==> src/rtl/call_stack_pkg.sv <==
//------------------------------------------------------------------------------
// Module   : call_stack_pkg
// Purpose  : Shared constants, the operation type and the operation decoder
//            for the hardware return-address stack.
// Contents : CS_DEPTH, CS_WIDTH (default geometry), cs_op_e, cs_decode()
// Revision : 1.0 - initial release
//------------------------------------------------------------------------------
`default_nettype none

package call_stack_pkg;

  localparam int CS_DEPTH = 8;
  localparam int CS_WIDTH = 12;

  // Effective operation for one cycle.
  typedef enum logic [1:0] {
    CS_IDLE = 2'd0,
    CS_PUSH = 2'd1,
    CS_POP  = 2'd2,
    CS_REPL = 2'd3
  } cs_op_e;

  // Push+pop on a non-empty stack replaces the top.
  // Push+pop on an empty stack degenerates to a plain push.
  // Pop on an empty stack is IDLE; the caller flags underflow separately.
  function automatic cs_op_e cs_decode(input logic push, input logic pop,
                                       input logic empty);
    cs_op_e op;
    op = CS_IDLE;
    if (push && pop && !empty) begin
      op = CS_REPL;
    end else if (push) begin
      op = CS_PUSH;
    end else if (pop && !empty) begin
      op = CS_POP;
    end
    return op;
  endfunction

endpackage

`default_nettype wire

==> src/rtl/call_stack_if.sv <==
//------------------------------------------------------------------------------
// Module   : call_stack_if
// Purpose  : Bundles the call/return request and status signals of the
//            return-address stack.
// Signals  : push, pop, push_data, err_clr  (master -> slave)
//            top_data, count, empty, full, ovf, unf  (slave -> master)
// Modports : master (requester), slave (call_stack)
// Revision : 1.0 - initial release
//------------------------------------------------------------------------------
`default_nettype none

interface call_stack_if
  import call_stack_pkg::*;
#(
  parameter int DEPTH = CS_DEPTH,
  parameter int WIDTH = CS_WIDTH
);

  localparam int CW = $clog2(DEPTH) + 1;

  logic             push;
  logic             pop;
  logic [WIDTH-1:0] push_data;
  logic             err_clr;
  logic [WIDTH-1:0] top_data;
  logic [CW-1:0]    count;
  logic             empty;
  logic             full;
  logic             ovf;
  logic             unf;

  modport master (
    output push, pop, push_data, err_clr,
    input  top_data, count, empty, full, ovf, unf
  );

  modport slave (
    input  push, pop, push_data, err_clr,
    output top_data, count, empty, full, ovf, unf
  );

endinterface

`default_nettype wire

==> src/rtl/call_stack_ram.sv <==
//------------------------------------------------------------------------------
// Module   : call_stack_ram
// Purpose  : DEPTH x WIDTH register file backing the return-address stack.
//            One synchronous write port, one asynchronous read port.
//            Contents are deliberately not reset.
// Ports    : clk      - rising-edge clock
//            i_we     - write enable
//            i_waddr  - write address
//            i_wdata  - write data
//            i_raddr  - read address
//            o_rdata  - read data (combinational)
// Revision : 1.0 - initial release
//------------------------------------------------------------------------------
`default_nettype none

module call_stack_ram #(
  parameter int DEPTH = 8,
  parameter int WIDTH = 12
) (
  input  wire logic                     clk,
  input  wire logic                     i_we,
  input  wire logic [$clog2(DEPTH)-1:0] i_waddr,
  input  wire logic [WIDTH-1:0]         i_wdata,
  input  wire logic [$clog2(DEPTH)-1:0] i_raddr,
  output logic      [WIDTH-1:0]         o_rdata
);

  logic [WIDTH-1:0] r_mem [DEPTH];

  always_ff @(posedge clk) begin
    if (i_we) begin
      r_mem[i_waddr] <= i_wdata;
    end
  end

  assign o_rdata = r_mem[i_raddr];

endmodule

`default_nettype wire

==> src/rtl/call_stack.sv <==
//------------------------------------------------------------------------------
// Module   : call_stack
// Purpose  : Hardware return-address stack (call pushes pc+1, return pops).
//            Pointer, count and error-flag logic; storage in call_stack_ram.
// Ports    : clk    - rising-edge clock
//            reset  - synchronous, active-low reset
//            bus    - call_stack_if.slave (push/pop/push_data/err_clr in,
//                     top_data/count/empty/full/ovf/unf out)
// Config   : CALL_STACK_ERR_EN defined   -> push on full is dropped and sets
//                                           sticky ovf; pop on empty sets
//                                           sticky unf.
//            CALL_STACK_ERR_EN undefined -> push on full overwrites the
//                                           oldest entry; ovf/unf tied to 0.
// Revision : 1.0 - initial release
//------------------------------------------------------------------------------
`default_nettype none

module call_stack
  import call_stack_pkg::*;
#(
  parameter int DEPTH = CS_DEPTH,
  parameter int WIDTH = CS_WIDTH
) (
  input wire logic     clk,
  input wire logic     reset,
  call_stack_if.slave  bus
);

  localparam int PW = $clog2(DEPTH);
  localparam int CW = PW + 1;

  // r_sp points at the next free slot; the top entry lives at r_sp-1.
  logic [PW-1:0] r_sp;
  logic [CW-1:0] r_count;

  logic [PW-1:0]    w_sp_n;
  logic [CW-1:0]    w_count_n;
  logic [PW-1:0]    w_top_idx;
  logic [PW-1:0]    w_waddr;
  logic             w_we;
  logic             w_empty;
  logic             w_full;
  logic             w_ovf_set;
  logic             w_unf_set;
  logic [WIDTH-1:0] w_rdata;
  cs_op_e           w_op;

  assign w_empty   = (r_count == '0);
  assign w_full    = (r_count == CW'(DEPTH));
  assign w_top_idx = r_sp - PW'(1);
  assign w_op      = cs_decode(bus.push, bus.pop, w_empty);

  always_comb begin
    w_we      = 1'b0;
    w_waddr   = r_sp;
    w_sp_n    = r_sp;
    w_count_n = r_count;
    w_ovf_set = 1'b0;
    w_unf_set = 1'b0;
    case (w_op)
      CS_PUSH: begin
        if (!w_full) begin
          w_we      = 1'b1;
          w_sp_n    = r_sp + PW'(1);
          w_count_n = r_count + CW'(1);
        end else begin
`ifdef CALL_STACK_ERR_EN
          w_ovf_set = 1'b1;
`else
          // When full, r_sp addresses the oldest entry, so a plain write
          // there plus pointer advance gives circular overwrite.
          w_we   = 1'b1;
          w_sp_n = r_sp + PW'(1);
`endif
        end
      end
      CS_POP: begin
        w_sp_n    = w_top_idx;
        w_count_n = r_count - CW'(1);
      end
      CS_REPL: begin
        w_we    = 1'b1;
        w_waddr = w_top_idx;
      end
      CS_IDLE: begin
`ifdef CALL_STACK_ERR_EN
        // IDLE with pop asserted can only mean pop on an empty stack.
        w_unf_set = bus.pop;
`endif
      end
      default: ;
    endcase
  end

  always_ff @(posedge clk) begin
    if (!reset) begin
      r_sp    <= '0;
      r_count <= '0;
    end else begin
      r_sp    <= w_sp_n;
      r_count <= w_count_n;
    end
  end

  call_stack_ram #(
    .DEPTH (DEPTH),
    .WIDTH (WIDTH)
  ) u_ram (
    .clk     (clk),
    .i_we    (w_we & reset),
    .i_waddr (w_waddr),
    .i_wdata (bus.push_data),
    .i_raddr (w_top_idx),
    .o_rdata (w_rdata)
  );

  // Storage is never cleared, so stale data is hidden while empty.
  assign bus.top_data = w_empty ? '0 : w_rdata;
  assign bus.count    = r_count;
  assign bus.empty    = w_empty;
  assign bus.full     = w_full;

`ifdef CALL_STACK_ERR_EN
  logic r_ovf;
  logic r_unf;

  // A new error in the same cycle as err_clr wins.
  always_ff @(posedge clk) begin
    if (!reset) begin
      r_ovf <= 1'b0;
      r_unf <= 1'b0;
    end else begin
      r_ovf <= (r_ovf & ~bus.err_clr) | w_ovf_set;
      r_unf <= (r_unf & ~bus.err_clr) | w_unf_set;
    end
  end

  assign bus.ovf = r_ovf;
  assign bus.unf = r_unf;
`else
  logic w_unused;
  assign w_unused = &{1'b0, bus.err_clr, w_ovf_set, w_unf_set};
  assign bus.ovf  = 1'b0;
  assign bus.unf  = 1'b0;
`endif

endmodule

`default_nettype wire

==> src/flat_wrapper.sv <==
// flat-port wrapper written by rule: the top's interface ports become plain ports
module call_stack_flat import call_stack_pkg::*;
#(
  parameter int DEPTH = CS_DEPTH,
  parameter int WIDTH = CS_WIDTH
)
  (clk, reset, bus_push, bus_pop, bus_push_data, bus_err_clr, bus_top_data, bus_count, bus_empty, bus_full, bus_ovf, bus_unf);
  call_stack_if #(.DEPTH(DEPTH), .WIDTH(WIDTH)) bus_i ();
  input wire logic clk;
  input wire logic reset;
  input wire logic [$bits(bus_i.push)-1:0] bus_push;
  input wire logic [$bits(bus_i.pop)-1:0] bus_pop;
  input wire logic [$bits(bus_i.push_data)-1:0] bus_push_data;
  input wire logic [$bits(bus_i.err_clr)-1:0] bus_err_clr;
  output wire logic [$bits(bus_i.top_data)-1:0] bus_top_data;
  output wire logic [$bits(bus_i.count)-1:0] bus_count;
  output wire logic [$bits(bus_i.empty)-1:0] bus_empty;
  output wire logic [$bits(bus_i.full)-1:0] bus_full;
  output wire logic [$bits(bus_i.ovf)-1:0] bus_ovf;
  output wire logic [$bits(bus_i.unf)-1:0] bus_unf;
  assign bus_i.push = bus_push;
  assign bus_i.pop = bus_pop;
  assign bus_i.push_data = bus_push_data;
  assign bus_i.err_clr = bus_err_clr;
  assign bus_top_data = bus_i.top_data;
  assign bus_count = bus_i.count;
  assign bus_empty = bus_i.empty;
  assign bus_full = bus_i.full;
  assign bus_ovf = bus_i.ovf;
  assign bus_unf = bus_i.unf;
  call_stack #(.DEPTH(DEPTH), .WIDTH(WIDTH)) u_core (.clk(clk), .reset(reset), .bus(bus_i));
endmodule
==> config.mk <==
export PLATFORM = sky130hd
export DESIGN_NAME = call_stack_flat
export DESIGN_NICKNAME = d
export VERILOG_FILES = /design/src/rtl/call_stack_pkg.sv /design/src/rtl/call_stack_if.sv /design/src/rtl/call_stack_ram.sv /design/src/rtl/call_stack.sv /design/src/flat_wrapper.sv
export SDC_FILE = /design/constraint.sdc
export NUM_CORES = 1
export LEC_CHECK = 0
export BUFFER_PORTS_ARGS = -buffer_cell sky130_fd_sc_hd__buf_4
export CORE_ASPECT_RATIO = 0.9
export CORE_UTILIZATION = 50
export CTS_BUF_LIST = sky130_fd_sc_hd__clkbuf_4 sky130_fd_sc_hd__clkbuf_8 sky130_fd_sc_hd__clkbuf_16
export CTS_CLUSTER_DIAMETER = 60
export DETAILED_ROUTE_END_ITERATION = 8
export PLACE_DENSITY = 0.81
export REMOVE_ABC_BUFFERS = 1
export SYNTH_ARGS = -nofsm -noshare
export SYNTH_HDL_FRONTEND = slang
export SYNTH_SLANG_ARGS = --single-unit
==> constraint.sdc <==
create_clock -name clk -period 2.4 [get_ports clk]
set_input_delay 0.48 -clock clk [delete_from_list [all_inputs] [get_ports clk]]
set_output_delay 0.48 -clock clk [all_outputs]
set_load 0.01 [all_outputs]
; ---- After elaboration in Yosys (flattened, before gate mapping)
; Memories as Yosys holds them, arrays and structs flattened.
; Cells that the tools add are included.
[word_totals]
output_inout_bits = 20
n_memories = 1
mem_bits_rw = 96
reg_bits = 7
[op_classes]
n_mux = 11
n_bitwise = 1
addsub = 4
n_reduce_logical = 8
eq_ne = 5
[memory_table]
columns = memory, depth, word_bits, rd, rd_clocked_by_memory_dff, wr, line
row1 = u_core.u_ram.r_mem, 8, 12, 1, 0, 1, call_stack_ram.sv:28  ; logic [WIDTH-1:0] r_mem [DEPTH];
[op_table]
columns = op, n
row1 = 12-bit 2-to-1 mux, 1
row2 = 4-bit one-hot mux with 2 select lines, 1
row3 = 2-bit 2-to-1 mux, 3
row4 = 3-bit one-hot mux with 2 select lines, 1
row5 = "4-bit by 1-bit adder with 4-bit output, second input constant", 1
row6 = "2-bit equality test, second input constant", 2
row7 = "4-bit equality test, second input constant", 1
row8 = 4-bit logical NOT, 1
row9 = 4-bit 2-to-1 mux, 1
row10 = "4-bit by 1-bit subtractor with 4-bit output, second input constant", 1
row11 = "3-bit by 1-bit adder with 3-bit output, second input constant", 1
row12 = 1-bit logical AND, 3
row13 = 1-bit 2-to-1 mux, 3
row14 = 3-bit 2-to-1 mux, 1
row15 = "3-bit by 1-bit subtractor with 3-bit output, second input constant", 1
row16 = "2-bit by 1-bit equality test with 1-bit output, second input constant", 1
row17 = "2-bit != test, second input constant", 1
row18 = 2-bit AND reduction, 1
row19 = 2-bit nonzero test, 1
row20 = 2-bit OR reduction, 1
row21 = 1-bit bitwise AND, 1
row22 = 1-bit logical NOT, 1

; ---- Logic depth before layout (Yosys ltp)
; Gate-level depths: netlist of run 1.
[logic_depth]
depth_word = 12
mapped_depth = 11
depth_no_buf = 9

; ---- Cells and area by module
; From an unflattened synthesis of run 1, not the netlist that was laid out.
[unflattened]
cells_unflattened = 241
area_unflattened_um2 = 4456.8
[modules_own_cells]
columns = module, area_per_inst_um2, cells_per_inst, instances
row1 = call_stack_ram, 3747.3, 152, 1
row2 = call_stack, 709.4, 89, 1

; ---- Worst setup path before layout of run 1
; No wires, ideal clock.
[synth_path]
path_type = register -> register
start = reg u_core.r_count[1], in the netlist u_core.bus.count[1]
end = mem u_core.u_ram.r_mem[2][0], enable pin
t_required_ns = 2.020
stages_incl_launch_ff = 9
t_arrival_ns = 2.302
path_slack_ns = -0.282
setup_ns = 0.380
path_buffers = 1
cell_sequence = dfxtp_1 -> buf_2 -> nor4_2 -> nor2b_1 -> ha_1 -> or3b_1 -> o21ai_1 -> nand3_1 -> nor2_1
[synth_between]
elab_chain_len = 12
[synth_lines]
columns = item, line
row1 = start: declaration, call_stack.sv:34  ; logic [CW-1:0] r_count;
row2 = start signal: assignment, call_stack.sv:101  ; r_count <= w_count_n;
row3 = 4-bit logical NOT *, call_stack.sv:48  ; assign w_empty = (r_count == '0);
row4 = 1-bit logical NOT *, "call_stack_pkg.sv:30, call_stack_pkg.sv:34"
row5 = 1-bit logical AND, call_stack_pkg.sv:34  ; end else if (pop && !empty) begin
row6 = 2-bit 2-to-1 mux, call_stack_pkg.sv:34
row7 = 2-bit 2-to-1 mux, call_stack_pkg.sv:32  ; end else if (push) begin
row8 = 2-bit 2-to-1 mux *, call_stack_pkg.sv:30  ; if (push && pop && !empty) begin
row9 = 2-bit equality test / 2-bit by 1-bit equality test with 1-bit output (equally long branches), call_stack.sv:60  ; case (w_op)
row10 = 2-bit OR reduction (no source line), -
row11 = 1-bit 2-to-1 mux, -
row12 = 1-bit bitwise AND, call_stack.sv:110  ; .i_we (w_we & reset),
row13 = 1-bit 2-to-1 mux, call_stack_ram.sv:31  ; if (i_we) begin
row14 = 1-bit 2-to-1 mux (implied by the code), call_stack_ram.sv:32  ; r_mem[i_waddr] <= i_wdata;
row15 = end: declaration, call_stack_ram.sv:28
; Mark *: on every way between the ends. The rest lies on a longest branch, timed or not.

; ---- Final worst setup path of run 1
[layout_path]
start = reg u_core.r_sp[0]
end = out bus_top_data[5]
[layout_between]
elab_chain_len = 3
[layout_lines]
columns = item, line
row1 = start: declaration, call_stack.sv:33  ; logic [PW-1:0] r_sp;
row2 = start signal: assignment, call_stack.sv:100  ; r_sp <= w_sp_n;
row3 = 3-bit by 1-bit subtractor with 3-bit output, call_stack.sv:50  ; assign w_top_idx = r_sp - PW'(1);
row4 = memory read 8 x 12 bit, -
row5 = 12-bit 2-to-1 mux, call_stack.sv:118  ; assign bus.top_data = w_empty ? '0 : w_rdata;
row6 = end: declaration, flat_wrapper.sv:15  ; output wire logic [$bits(bus_i.top_data)-1:0] bus_top_data;
; No other way between the ends.

==> results.md, run 1 <==
* Status: finished clean
* Max Clk Rate at 419 MHz
* Final Instance Area at 5290 µm²
* RePlAce Congestion at 0.764
* Vias at 2429
* Die area at 9090 µm²
* RSZ-0062 raised after global routing: yes
* Setup Skew at 9.67 ps
* Detailed-route DRC error count at 0
* Minimum clock period at 2380 ps
* Yosys top cell by area: edfxtp_1
* Nets@finish at 348
* Largest net degree at the start of global routing at 25
* Critical Path, Cell by Cell: inv_4 -> ha_4 -> buf_12 -> mux4_2 -> nand2_2 -> a21oi_2 -> buf_4
* CTS root buffer: clkbuf_8
* Most frequent cell after synthesis: edfxtp_1
* Vias in the first global route at 2355
* Post-DRT Antenna Nets at 0
* Leakage at 0.00187 µW
* Synth top area share at 66.2%
* Post-synth design cell area at 4350 µm²
* # fillers at 585
* Clock sinks at 103
* First-pass GRT wire length at 12700 µm
* Period utilization at 99.3%
* Synth area leaders: edfxtp_1 (66%), mux4_2 (12%), dfxtp_1 (3.2%)
* Critical Path Max Stage Delay at 390 ps
* Worst min path class: input port to flip-flop
* Max clock buf depth at 2
* Max VDD drop at 601 µV
* Synth warn at 0
* H-tree depth at 3
* Max-slew violations at 0
* Gr usage total at 19.5%
* Vias per cell at 5.47
* Drt first pass iters at 4
* Yosys cell types at 37
* Setup crit start: u_core.r_sp[0]
* Iter 0 DRT Violations at 143
* Yosys reg bits at 103
* Placed instance area at 4870 µm²
* Area growth, synth to finish at 21.4%
* Worst-Skew Late Latency at 370 ps
* CP top delay family: flip-flops
* Multi-input gate area at 1280 µm²
* Top post-synthesis cells by count: edfxtp_1 (96), nand2_1 (32), mux4_2 (24)
* Startpoint Class: flip-flop
* Fin util at 64.0%
* Fraction of layout cells with a size suffix above 1 at 39.8%
* Total wire length at 8260 µm
* Core Rows at 31
* Post-synth EDFFs at 96
* Die height at 90.5 µm
* Die W at 100 µm
* Hold_buf cts at 0
* Critical path required time at 1920 ps
* CTS tree: yes
* Fin Setup TNS at 0 ps
* Crit-path max FO at 6
* Setup violators final at 0
* Synth Area per Inst at 16.7 µm²
* # IOs at 37
* CP max-delay cell: dfxtp_4
* Hold Path Origin: bus_push_data[4]
* Diode count at 0
* Gr ovfl total at 0
* Port buffer count at 33
* Core footprint at 8260 µm²
* Initial antenna violation count at 0
* Initial Util at 52.7%
* Synth Flop Type: edfxtp_1
* Power per cell area at 1300 nW/µm²
* Design Power at 6860 µW
* Num CTS Buffers at 9
* Register area share after synthesis at 69.4%
* Avg WL per Cell at 18.6 µm
* Reg2reg start: u_core.bus.count[3]
* # Max-Cap Violations at 0
* Crit path DAT at 1900 ps
* Setup crit end kind: primary output
* Cells after synthesis at 260
* Final Hold Vio Count at 0
* Reg clk slew, reported paths at 100 ps
* Post-synth ARST share at 0%
* Critical path buffers and inverters at 3
* DP HPWL at 5330 µm
* Critical path class: flip-flop to primary output
* Register Area at 3030 µm²
worst reg2reg max path, stage by stage (launching register included):
cell     delay [ps]
dfxtp_1         340
nor4_2          300
nor2b_1         140
ha_2            240
or3b_1          350
o21ai_1          80
nand3_1         130
nor2_1          190
buf_4           210
path summary, 6_finish.rpt:
kind	to	slack, ps	cells past startpoint
worst max register to register	u_core.u_ram.r_mem[6][7]	130	8
worst min register to register	u_core.bus.count[1]	650	3
worst min-delay path	u_core.u_ram.r_mem[1][4]	330	1
worst max-delay path	bus_top_data[5]	20	7
repair_timing:
action | in CTS | in global routing
resized for setup | 15 | 18
pin swaps | 0 | 12
endpoints found under the setup margin | 12 | 41
gates cloned | 0 | 2
setup buffers | 2 | 3
state kept, by name (all words and copies together) (netlist names):
name and cells:
u_core.u_ram.r_mem 96, u_core.bus.count 4, u_core.r_sp 3
power breakdown:
group	internal, µW	switching [µW]	total [µW]	leakage, µW
Sequential	2150	82.3	2240	0.000926
Combinational	1810	1730	3530	0.000841
Clock	497	591	1090	0.000104
layer usage:
metal	routed length, µm	vias to the layer above	track usage [%]
met4	97	0	5.68
met5	0	-	0
met3	584	7	5.26
li1	-	1116	-
met2	4070	91	30.4
met1	3510	1215	27.0
cells in the final DEF (no fill, tap or decap), types with 3 or more instances in the layout:
cell,Yosys,layout
edfxtp_1,96,96
buf_4,2,61
mux4_2,24,24
nand2_1,32,24
a21oi_1,15,12
nor2_1,11,11
clkbuf_8,0,9
nand2_2,0,8
ha_1,7,5
inv_1,6,4
nand3_1,4,4
and2_1,4,4
dfxtp_1,7,4
a21oi_2,0,3
nor2b_1,3,3
xor2_1,4,3
xnor2_1,4,3
buf_6,4,3
layout make-up:
cell class | instances | area share [%]
tap | 115 | 2.72
inverter | 6 | 0.473
sequential | 103 | 57.4
clock inverter | 7 | 1.52
clock buffer | 9 | 2.34
multi-input combinational | 135 | 24.3
timing repair buffer | 69 | 11.3
kinds of logic after synthesis:
| group | after synthesis | synth area share [%] |
|---|---|---|
| xor gates and xnor gates | 8 | 1.61 |
| DFF | 103 | 69.4 |
| buffers and inverters | 23 | 3.10 |
| and+or+nand+nor | 63 | 6.78 |
| AOI/OAI and AO/OA | 28 | 3.85 |
| muxes | 27 | 13.1 |
| adders and majority gates | 7 | 2.01 |
| other | 1 | 0.0861 |
metrics by stage:
stage / instances / worst slack (ps) / hold WS, ps
floorplan: 244 / -1300 / 546
global placement: 421 / 116 / 607
detailed placement: 421 / 103 / 630
CTS: 439 / 2.54 / 323
global route: 444 / -43.0 / 324
finish: 444 / 16.1 / 331
No activity file was read; power rests on OpenSTA's default activity.
==> inputs of run 2 (changes only) <==
SETUP_SLACK_MARGIN = 0.5   (was default)
==> run 2 against run 1 <==
Against the previous run: largest cell class unchanged; first-iteration DRC count increased by 19%; combinational power rose by 31%; the run now ends with negative setup slack left; flip-flop and latch count stayed put; non-clock buffer count increased by 12; worst setup slack worse by 59 ps; register-to-register slack better by 70 ps; via count rose by 7.8%; core utilization increased by 6.3 points; critical endpoint is now bus_top_data[9].
==> results.md, run 2 (synthesized netlist as in run 1, its figures left out) <==
* Die area at 9090 µm²
* Drt first pass iters at 5
* Leakage at 0.00202 µW
* Final setup margin at -43.4 ps
* CTS root buffer: clkbuf_8
* Hold Path Origin: bus_push_data[11]
* Status: finished with violations
* Fin util at 70.3%
* Top reg by flops: u_core.u_ram.r_mem
* Internal at 5020 µW
* Max clock buf depth at 2
* Num CTS Buffers at 9
* Switching part of the total at 37.1%
* Largest net degree at the start of global routing at 25
* Hold_buf cts at 0
* P_sw at 2960 µW
* Die height at 90.5 µm
* Critical Path Max Stage Delay at 390 ps
* Detailed-route DRC error count at 0
* Critical Path, Cell by Cell: inv_4 -> ha_4 -> buf_12 -> buf_16 -> mux4_2 -> nand2_2 -> a21oi_2 -> buf_4
* Reg-to-reg endpoint: u_core.u_ram.r_mem[2][7]
* Vias at 2618
* CTS tree: yes
* Iter 0 DRT Violations at 170
* DP HPWL at 5330 µm
* Core Rows at 31
* First-pass GRT wire length at 14200 µm
* Nets@finish at 360
* Combinational power share at 57.8%
* Placed instance area at 4870 µm²
* Startpoint Class: flip-flop
* Reg clk slew, reported paths at 100 ps
* Total wire length at 9890 µm
* # IOs at 37
* Register-to-Register Path Depth at 10
* Worst-Skew Late Latency at 360 ps
* Final Instance Area at 5810 µm²
* Sequential power share at 28.4%
* Design Power at 7970 µW
* Worst Hold Depth at 1
* Hold EP: u_core.u_ram.r_mem[5][11]
* Placed insts at 421
* Diode count at 0
* RePlAce Congestion at 0.764
* Crit-path max FO at 6
* Avg WL per Cell at 21.7 µm
* Gr ovfl total at 0
* Max-slew violations at 0
* Vias in the first global route at 2582
* Gr usage total at 21.9%
* Initial antenna violation count at 0
* Reg2reg start: u_core.r_sp[0]
* Most common cell after layout, fill and taps aside: edfxtp_1
* RSZ-0062 raised after global routing: yes
* Minimum clock period at 2440 ps
* # fillers at 491
* Setup crit end kind: primary output
* Commonest non-fill, non-tap cells in the layout: edfxtp_1 (96), buf_4 (50), mux4_2 (24)
* H-tree depth at 3
* Power per cell area at 1370 nW/µm²
* Clock power share at 13.8%
* Critical path class: flip-flop to primary output
* Post-DRT Antenna Nets at 0
* Max VDD drop at 648 µV
* Port buffer count at 33
* Area growth, synth to finish at 33.4%
* Final Hold Vio Count at 0
* Violated checks: negative setup slack
* Fraction of layout cells with a size suffix above 1 at 56.9%
* Critical path required time at 1920 ps
* Die W at 100 µm
* Fin Setup TNS at -75.2 ps
* Clock sinks at 103
* Worst min path class: input port to flip-flop
* CP max-delay cell: dfxtp_4
* Setup violators final at 4
* Vias per cell at 5.74
* Core footprint at 8260 µm²
* # Max-Cap Violations at 0
* Critical path buffers and inverters at 4
* Max reg flops at 96
* Max Clk Rate at 409 MHz
* Period utilization at 102%
* Crit path DAT at 1960 ps
* Layout Cells excl Fill at 456
* Setup Skew at 8.69 ps
* Register-to-Register Setup Slack at 200 ps
* Initial Util at 52.7%
* CP top delay family: buffers and inverters
run 2: routing by layer:
metal	GRT usage [%]	part of all wire, %	up-vias
li1	-	-	1139
met1	29.6	38	1321
met2	34.9	52	136
met3	5.57	6.8	22
met4	7.00	2.7	0
met5	0	0	-
run 2: power groups by stage:
stage               Sequential, µW  Clock [µW]  Combinational [µW]
floorplan                     2380           0                1610
global placement              2250           0                2910
detailed placement            2260           0                2940
CTS                           2240        1110                3960
global route                  2280        1160                4880
finish                        2270        1100                4610
run 2: worst max-delay path by stage:
stage / cells past startpoint / slack, ps / to / from
floorplan: 6 / -1300 / u_core.u_ram.r_mem[0][0] / u_core.r_sp[0]
global placement: 7 / 120 / bus_top_data[8] / u_core.r_sp[1]
detailed placement: 7 / 100 / bus_top_data[6] / u_core.r_sp[1]
CTS: 8 / 3 / bus_top_data[8] / u_core.r_sp[0]
global route: 8 / -90 / bus_top_data[9] / u_core.r_sp[0]
finish: 8 / -40 / bus_top_data[9] / u_core.r_sp[0]
run 2: repair_timing:
item / 4_1_cts / 5_1_grt
endpoints found under the setup margin: 111 / 115
hold endpoints to repair: 0 / 0
pin swaps: 25 / 22
cloned: 4 / 1
resized for setup: 76 / 61
buffers inserted: 11 / 3
run 2: layout make-up:
| class | count | area [µm²] | share of cell area (%) |
|---|---|---|---|
| Timing Repair Buffer | 81 | 802 | 13.8 |
| Tap cell | 115 | 144 | 2.48 |
| Clock inverter | 7 | 80.1 | 1.38 |
| Inverter | 6 | 25.0 | 0.431 |
| Sequential cell | 103 | 3040 | 52.3 |
| Clock buffer | 9 | 124 | 2.13 |
| Multi-Input combinational cell | 135 | 1600 | 27.5 |
run 2: worst reg2reg max path: stages (launching register included):
cell and delay, ps:
dfxtp_4 390, inv_4 50, ha_4 270, buf_6 140, buf_16 120, buf_4 150, nand2b_4 150, o21ai_2 130
nand3_2 150, nor2_4 170, buf_8 170
run 2: per-stage QoR:
step           hold WS [ps]  worst slack [ps]
6_report                333             -43.4
5_1_grt                 325             -89.6
4_1_cts                 323              3.47
3_5_place_dp            630               103
3_3_place_gp            607               116
2_1_floorplan           546             -1300
==> inputs of run 3 (changes only) <==
GPL_TIMING_DRIVEN = 0   (was default)
TNS_END_PERCENT = 30   (was default)
==> run 3 against run 2 <==
Against the previous run: the run still ends with negative setup slack left; worst setup slack lost 140 ps; first-iteration DRC count grew 5.3%; via count grew 1.1%; register-to-register slack lost 230 ps; clock power is essentially flat; flip-flop and latch count is the same; global-route usage grew 1.4 points; routed wire length grew 7.6%; die area is the same; worst hold slack lost 0.82 ps; final cell count shrank 1.8%; maximum frequency shrank 5.4%; critical endpoint is now bus_top_data[10]; largest power group unchanged.
==> results.md, run 3 (synthesized netlist as in run 1, its figures left out) <==
* Status: finished with violations
* Violated checks: negative setup slack
* Core Rows at 31
* Most Frequent Cell on Critical Path: buf_12
* Worst slew pin tran at 503 ps
* Reg clk slew, reported paths at 100 ps
* Num CTS Buffers at 9
* # fillers at 511
* Die W at 100 µm
* Port buffer count at 33
* Fin Setup TNS at -2180 ps
* Leakage at 0.00196 µW
* Avg WL per Cell at 23.8 µm
* Combinational power share at 56.1%
* Crit-path max FO at 6
* Diode count at 0
* Critical Path, Cell by Cell: buf_12 -> clkinvlp_4 -> ha_4 -> buf_12 -> mux4_2 -> nand2_2 -> a21oi_2 -> buf_4
* Gr ovfl total at 0
* CP top delay family: buffers and inverters
* P_sw at 2940 µW
* Max clock buf depth at 2
* Sequential power share at 29.6%
* Core footprint at 8260 µm²
* RePlAce Congestion at 0.731
* Top reg by flops: u_core.u_ram.r_mem
* Die area at 9090 µm²
* CTS root buffer: clkbuf_8
* Most common cell after layout, fill and taps aside: edfxtp_1
* Initial antenna violation count at 0
* H-tree depth at 3
* Worst Hold Depth at 1
* Critical path buffers and inverters at 4
* Gr usage total at 23.3%
* First-pass GRT wire length at 15000 µm
* Setup crit end kind: primary output
* Fraction of layout cells with a size suffix above 1 at 52.9%
* Setup violators final at 29
* Max reg flops at 96
* Critical path required time at 1920 ps
* Largest net degree at the start of global routing at 18
* Drt first pass iters at 5
* Area growth, synth to finish at 31.4%
* Crit path DAT at 2100 ps
* CP max-delay cell: dfxtp_4
* Detailed-route DRC error count at 0
* Final setup margin at -182 ps
* RSZ-0062 raised after global routing: yes
* Register-to-Register Setup Slack at -30 ps
* Reg2reg start: u_core.r_sp[0]
* Worst-Skew Late Latency at 370 ps
* Vias at 2648
* CTS tree: yes
* Switching part of the total at 37.6%
* Worst min path class: input port to flip-flop
* # IOs at 37
* Nets@finish at 352
* DP HPWL at 4960 µm
* Startpoint Class: flip-flop
* Reg-to-reg endpoint: u_core.u_ram.r_mem[0][2]
* Total wire length at 10600 µm
* Max-slew violations at 0
* Hold Path Origin: bus_push_data[4]
* Commonest non-fill, non-tap cells in the layout: edfxtp_1 (96), buf_4 (48), mux4_2 (24)
* Fin util at 69.3%
* Max Clk Rate at 387 MHz
* Max VDD drop at 765 µV
* Vias in the first global route at 2680
* Power per cell area at 1370 nW/µm²
* Clock sinks at 103
* Hold EP: u_core.u_ram.r_mem[1][4]
* Internal at 4890 µW
* Register-to-Register Path Depth at 11
* Initial Util at 52.7%
* Critical Path Max Stage Delay at 390 ps
* Setup Skew at 14.1 ps
* Post-DRT Antenna Nets at 0
* Final Hold Vio Count at 0
* Rel. slew slack at 66.4%
* Vias per cell at 5.91
* WHS at 333 ps
* Minimum clock period at 2580 ps
* # Max-Cap Violations at 0
* Iter 0 DRT Violations at 179
* Period utilization at 108%
* Die height at 90.5 µm
* Layout Cells excl Fill at 448
* Critical path class: flip-flop to primary output
* Placed insts at 394
* Clock power share at 14.3%
## run 3: changes by cell type in the layout (fill, tap and decap cells not counted), moves of 3 or more
cell,before,now
buf_8,5,1
nand2_2,15,18
nor2_2,4,0
buf_6,21,9
buf_12,3,12
## run 3: power groups by stage
stage                     clock network [µW]  registers [µW]  logic [µW]
final                                   1120            2320        4390
after global routing                    1210            2330        4590
after CTS                               1130            2300        3830
after detailed placement                   0            2350        2690
after global placement                     0            2420        2470
after floorplan                            0            2380        1610
## run 3: area by class of cell
| class | instances | area (µm²) | share of cell area [%] |
|---|---|---|---|
| sequential | 103 | 3040 | 53.1 |
| multi-input combinational | 135 | 1510 | 26.4 |
| timing repair buffer | 73 | 797 | 13.9 |
| tap | 115 | 144 | 2.51 |
| clock buffer | 11 | 139 | 2.43 |
| clock inverter | 5 | 66.3 | 1.16 |
| inverter | 6 | 26.3 | 0.459 |
## run 3: worst max path at each step
stage	from	end	depth (start not counted)
after floorplan	u_core.r_sp[0]	u_core.u_ram.r_mem[0][0]	6
after global placement	u_core.r_sp[0]	u_core.u_ram.r_mem[0][11]	6
after detailed placement	u_core.r_sp[0]	u_core.u_ram.r_mem[0][11]	7
after CTS	u_core.r_sp[0]	bus_top_data[7]	8
after global routing	u_core.r_sp[0]	bus_top_data[2]	8
final	u_core.r_sp[0]	bus_top_data[10]	8
## run 3: what timing repair did
action | in CTS | in global routing
pin swaps | 30 | 17
setup buffers | 30 | 5
endpoints found under the setup margin | 116 | 114
gates resized for setup | 69 | 25
hold buffers | 0 | 0
gates cloned | 2 | 1
## run 3: per-stage QoR
step	worst slack [ps]	cell area, µm²	power [µW]
after floorplan	-1300	4250	3990
after global placement	-2550	4640	4890
after detailed placement	-1560	4680	5050
after CTS	-79.6	5580	7260
after global routing	-221	5720	8120
final	-182	5720	7830
## run 3: per-layer routing
layer	routed length (µm)	track usage, %	vias to the layer above
li1	-	-	1123
met1	4110	30.8	1350
met2	5500	37.3	136
met3	709	5.42	39
met4	324	9.54	0
met5	0	0	-
